File: config.mk
export PLATFORM = sky130hd
export DESIGN_NAME = serial_rx
export DESIGN_NICKNAME = d
export VERILOG_FILES = /design/src/rtl/serial_rx.sv
export SDC_FILE = /design/constraint.sdc
export NUM_CORES = 1
export LEC_CHECK = 0
export BUFFER_PORTS_ARGS = -buffer_cell sky130_fd_sc_hd__buf_2
export CAP_MARGIN = 20
export CELL_PAD_IN_SITES_DETAIL_PLACEMENT = 0
export CELL_PAD_IN_SITES_GLOBAL_PLACEMENT = 1
export CORE_UTILIZATION = 44
export CTS_CLUSTER_DIAMETER = 30
export DETAILED_ROUTE_END_ITERATION = 12
export GPL_ROUTABILITY_DRIVEN = 1
export PLACE_DENSITY = 0.87
export SETUP_SLACK_MARGIN = 0.02
export SLEW_MARGIN = 5
export SYNTH_ARGS = -nofsm -noshare
export SYNTH_HDL_FRONTEND = slang
export SYNTH_SLANG_ARGS = --single-unit
File: constraint.sdc
create_clock -name clk -period 2.15 [get_ports clk]
set_input_delay 0.3225 -clock clk [delete_from_list [all_inputs] [get_ports clk]]
set_output_delay 0.3225 -clock clk [all_outputs]
set_load 0.02 [all_outputs]
File: src/rtl/serial_rx.sv
`default_nettype none
// ============================================================================
// Module   : serial_rx
// Brief    : 16x-oversampling UART receiver, 8 data bits LSB first, odd parity,
//            one stop bit, valid/ack handshake with sticky overrun.
// Revision : 1.0
// ============================================================================
module serial_rx #(
    parameter int CLK_FREQ = 100000000,
    parameter int BAUD     = 115200
) (
    input  logic       clk,
    input  logic       rst,
    input  logic       rx_in,
    input  logic       rx_ack,
    output logic [7:0] data,
    output logic       rx_valid,
    output logic       parity_err,
    output logic       frame_err,
    output logic       overrun,
    output logic       rx_busy
);

    localparam int DIV = CLK_FREQ / (BAUD * 16);
    localparam int TW  = (DIV > 1) ? $clog2(DIV) : 1;

    typedef enum logic [2:0] {
        S_IDLE     = 3'd0,
        S_START    = 3'd1,
        S_DATA     = 3'd2,
        S_PARITY   = 3'd3,
        S_STOP     = 3'd4,
        S_COMPLETE = 3'd5,
        S_BREAK    = 3'd6
    } state_t;

    state_t          r_state;
    state_t          w_next;
    logic            r_sync1;
    logic            r_sync2;
    logic            r_prev;
    logic [TW-1:0]   r_tick_cnt;
    logic [3:0]      r_os_cnt;
    logic [2:0]      r_bit_idx;
    logic [7:0]      r_shift;
    logic            r_par_err;
    logic            r_stop_bit;

    logic            w_tick;
    logic            w_start_edge;
    logic            w_mid_start;
    logic            w_mid_bit;

    assign w_tick       = (r_tick_cnt == TW'(DIV - 1));
    assign w_start_edge = (r_state == S_IDLE) && r_prev && !r_sync2;
    assign w_mid_start  = w_tick && (r_os_cnt == 4'd7);
    assign w_mid_bit    = w_tick && (r_os_cnt == 4'd15);
    assign rx_busy      = (r_state != S_IDLE);

    always_ff @(posedge clk) begin
        if (rst) begin
            r_state <= S_IDLE;
        end else begin
            r_state <= w_next;
        end
    end

    always_comb begin
        w_next = r_state;
        case (r_state)
            S_IDLE:     if (w_start_edge) w_next = S_START;
            S_START:    if (w_mid_start)  w_next = r_sync2 ? S_IDLE : S_DATA;
            S_DATA:     if (w_mid_bit && (r_bit_idx == 3'd7)) w_next = S_PARITY;
            S_PARITY:   if (w_mid_bit)    w_next = S_STOP;
            S_STOP:     if (w_mid_bit)    w_next = S_COMPLETE;
            S_COMPLETE: w_next = r_stop_bit ? S_IDLE : S_BREAK;
            S_BREAK:    if (r_sync2)      w_next = S_IDLE;
            default:    w_next = S_IDLE;
        endcase
    end

    // Sampling datapath: synchronizer, tick/oversample timing and bit capture.
    always_ff @(posedge clk) begin
        if (rst) begin
            r_sync1    <= 1'b1;
            r_sync2    <= 1'b1;
            r_prev     <= 1'b1;
            r_tick_cnt <= '0;
            r_os_cnt   <= 4'd0;
            r_bit_idx  <= 3'd0;
            r_shift    <= 8'd0;
            r_par_err  <= 1'b0;
            r_stop_bit <= 1'b1;
        end else begin
            r_sync1 <= rx_in;
            r_sync2 <= r_sync1;
            r_prev  <= r_sync2;

            if (w_start_edge || w_tick) begin
                r_tick_cnt <= '0;
            end else begin
                r_tick_cnt <= r_tick_cnt + TW'(1);
            end

            if (w_start_edge || ((r_state == S_START) && w_mid_start)) begin
                r_os_cnt <= 4'd0;
            end else if (w_tick) begin
                r_os_cnt <= r_os_cnt + 4'd1;
            end

            if ((r_state == S_START) && w_mid_start) begin
                r_bit_idx <= 3'd0;
            end
            if ((r_state == S_DATA) && w_mid_bit) begin
                r_shift   <= {r_sync2, r_shift[7:1]};
                r_bit_idx <= r_bit_idx + 3'd1;
            end
            if ((r_state == S_PARITY) && w_mid_bit) begin
                r_par_err <= (r_sync2 != ~^r_shift);
            end
            if ((r_state == S_STOP) && w_mid_bit) begin
                r_stop_bit <= r_sync2;
            end
        end
    end

    // A completing frame takes priority over a same-cycle acknowledge.
    always_ff @(posedge clk) begin
        if (rst) begin
            data       <= 8'd0;
            rx_valid   <= 1'b0;
            parity_err <= 1'b0;
            frame_err  <= 1'b0;
            overrun    <= 1'b0;
        end else if (r_state == S_COMPLETE) begin
            data       <= r_shift;
            parity_err <= r_par_err;
            frame_err  <= !r_stop_bit;
            rx_valid   <= 1'b1;
            if (rx_valid) begin
                overrun <= !rx_ack;
            end
        end else if (rx_ack && rx_valid) begin
            rx_valid <= 1'b0;
            overrun  <= 1'b0;
        end
    end

endmodule
`default_nettype wire
==> flow_summary.yaml <==
status:
  status: "complete, no violations"
final_layout:
  final_nets: 222
  n_fill_cell: 379
  diodes: 0
  multi_input_area_um2: 915
  design_area_um2: 2020
  area_growth_pct: 11.2
  regArea_um2: 821
  drive_gt1_share_pct: 15.4
sta:
  setup_violations: 0
  rsz0062_at_grt: "false"
  max-slew-margin-rel_pct: 62.1
  whs_ns: 0.212
  finalCritPeriodShare_pct: 82.8
  final_max_slew_viol_count: 0
  period_minus_slack_ns: 1.78
  fin_skew_ns: 0.00761
  hold_viol_final: 0
  setup_slack_ns: 0.370
  fin_tns_setup_ns: 0
  worst_slew_pin_slew_ns: 0.568
  fmax_mhz: 562
critical_path:
  crit_family: "compound AO/OA/AOI/OAI gates"
  worstSetupPathType: "reg -> reg"
  worstPathArrival_ns: 1.98
  worstPathCellList: "ha_1 > ha_1 > a21o_1 > a211oi_1 > nor4_1 > a221oi_2"
  end_kind: "flip-flop"
  worstPathRequired_ns: 2.35
  crit_buf_inv: 0
  crit_path_top_delay_cell: "a211oi_1"
  critPathLaunchType: "flip-flop"
  crit_path_frequent_cell: "ha_1"
  max_stage_delay_ns: 0.43
  crit_path_max_fanout: 4
yosys:
  synth_warnings: 0
  syn_nets: 208
  synth_top_area_share_pct: 45.2
  synth_area_leaders: "dfxtp_1 45%, mux2i_1 5.5%, nand2_1 5.4%, nor2_1 4.8%, a21oi_1 4.7%"
  async_reset_ff_share_pct: 0
  synth_area_um2: 1820
  synthFlopType: "dfxtp_1"
  synth.distinct_cells: 38
  ys_seq_area_share_pct: 45.2
  synth.most_common_cell: "dfxtp_1"
  syn_avg_cell_area_um2: 9.12
  ys_ff_latch: 41
  yosysTopAreaCell: "dfxtp_1"
  netlist_instances: 199
  synthTopCellsByCount: "41 x dfxtp_1, 26 x nand2_1, 23 x nor2_1"
  synth-edff-count: 0
place:
  place_ws_ns: 0.376
  place_area_um2: 1900
  place_hpwl_um: 2240
  gp_congestion: 0.704
  portBuffers: 16
detailed_routing:
  wl_um: 3380
  num_vias: 1354
  via_per_inst: 5.17
  antenna_left: 0
  post_drt_wl_per_cell_um: 12.9
  drt_first_pass_iters: 6
  drc_errors: 0
  drt-initial-drc-count: 107
clocking:
  numCtsBuffers: 5
  clock-sinks: 41
  holdBufCountCts: 0
  cts_setup_buffers: 0
  root_buffer: "clkbuf_8"
  cts_tree: "yes"
  clk_latency_ns: 0.29
  htreeDepth: 2
  cts_max_path_buffers: 2
  post_cts_resize_count: 0
  clk_pin_slew_worst_paths_ns: 0.08
grt:
  grt-ovfl-total: 0
  antenna_found_initial: 0
  grt_pass1_wl_um: 5890
  grt_pass1_vias: 1222
  grt_max_degree: 32
  grt_usage_pct: 18.2
flow_run:
  cap_viol_max_count: 0
die:
  rows: 22
  io_pins: 17
  initial_core_util_pct: 47.8
  core_um2: 3800
  die_w_um: 66.2
  fp.dieArea_um2: 4390
  die_y_um: 66.2
min_path:
  hold_class: "in -> reg"
power:
  power_leakage_nw: 0.823
  swShare_pct: 22.0
  design_power_total_w: 0.00153
  combPwrFrac_pct: 6.2
  clockPowerShare_pct: 41.6
  seq_power_share_pct: 52.2
  peakVddDrop_v: 0.000364
  p_int_w: 0.00119
  p_per_area_nw_per_um2: 757
  power_switching_w: 0.000337
metal layers:
layer	vias to the layer above	share of wire [%]	track usage, %
met5	-	0	0
met4	0	0.86	7.98
met3	2	3.3	6.21
met2	18	44	25.8
met1	627	52	24.7
li1	707	-	-
through the flow:
step / util (%) / instances
final: 53.1 / 262
after global routing: 53.1 / 262
after CTS: 53.1 / 262
after detailed placement: 50.1 / 254
after global placement: 50.1 / 254
after floorplan: - / 199
cells in the final DEF, fill, tap and decap left out, drive strengths merged:
cell	count
and3b	1
a21oi	17
o211ai	1
a31o	1
buf	18
and3	4
a211oi	2
nor2	23
or2	4
xnor3	1
xnor2	7
o211a	1
a221oi	1
bufinv	1
or3	2
nand2b	1
a21o	3
xor2	7
clkbuf	7
a211o	2
nor4b	1
and2	1
nor4	2
nand3	8
inv	3
a22oi	2
mux2i	10
nor3b	2
nand4	1
and4b	2
nor3	1
dfxtp	41
nand2	26
ha	5
o21ai	2
nand3b	3
final timing paths:
| path | start | end | slack, ns | cells past startpoint |
|---|---|---|---|---|
| max | r_bit_idx[0]$_SDFFE_PP0P_ | r_state[1]$_SDFFE_PP0P_ | 0.37 | 6 |
| min | rx_in | r_sync1$_SDFF_PP1_ | 0.21 | 2 |
| max reg2reg | r_bit_idx[0]$_SDFFE_PP0P_ | r_state[1]$_SDFFE_PP0P_ | 0.37 | 6 |
| min reg2reg | r_sync1$_SDFF_PP1_ | r_sync2$_SDFF_PP1_ | 0.41 | 1 |
cell type report:
cell class | count | share of cell area [%]
well taps | 48 | 2.98
multi-input cells | 144 | 45.3
clock buffers | 7 | 4.28
repair buffers | 18 | 4.71
clock inverters | 1 | 1.49
inverters | 3 | 0.558
flip-flops and latches | 41 | 40.7
cell families after synthesis:
logic type                 synth area share (%)
and+or+nand+nor                            22.1
buffers and inverters                      4.41
muxes                                      5.51
adders and majority gates                  3.45
AOI/OAI and AO/OA                          11.4
xor gates and xnor gates                   7.99
DFF                                        45.2
sequential cells by signal, summed over array words and instances (netlist names):
| register | flops |
|---|---|
| rx_valid | 1 |
| r_os_cnt | 4 |
| r_sync1 | 1 |
| parity_err | 1 |
| data | 8 |
| r_sync2 | 1 |
| r_tick_cnt | 6 |
| r_stop_bit | 1 |
| r_state | 3 |
| frame_err | 1 |
| r_bit_idx | 3 |
| r_par_err | 1 |
| r_shift | 8 |
| r_prev | 1 |
| overrun | 1 |
power by group through the flow:
stage               logic [W]  registers (W)  clock network, W
finish              0.0000944       0.000797          0.000636
floorplan           0.0000918       0.000800                 0
global route         0.000108       0.000801          0.000690
detailed placement  0.0000948       0.000815                 0
global placement    0.0000933       0.000814                 0
CTS                 0.0000949       0.000797          0.000649
Note: power is estimated with default switching activity, not from simulation.
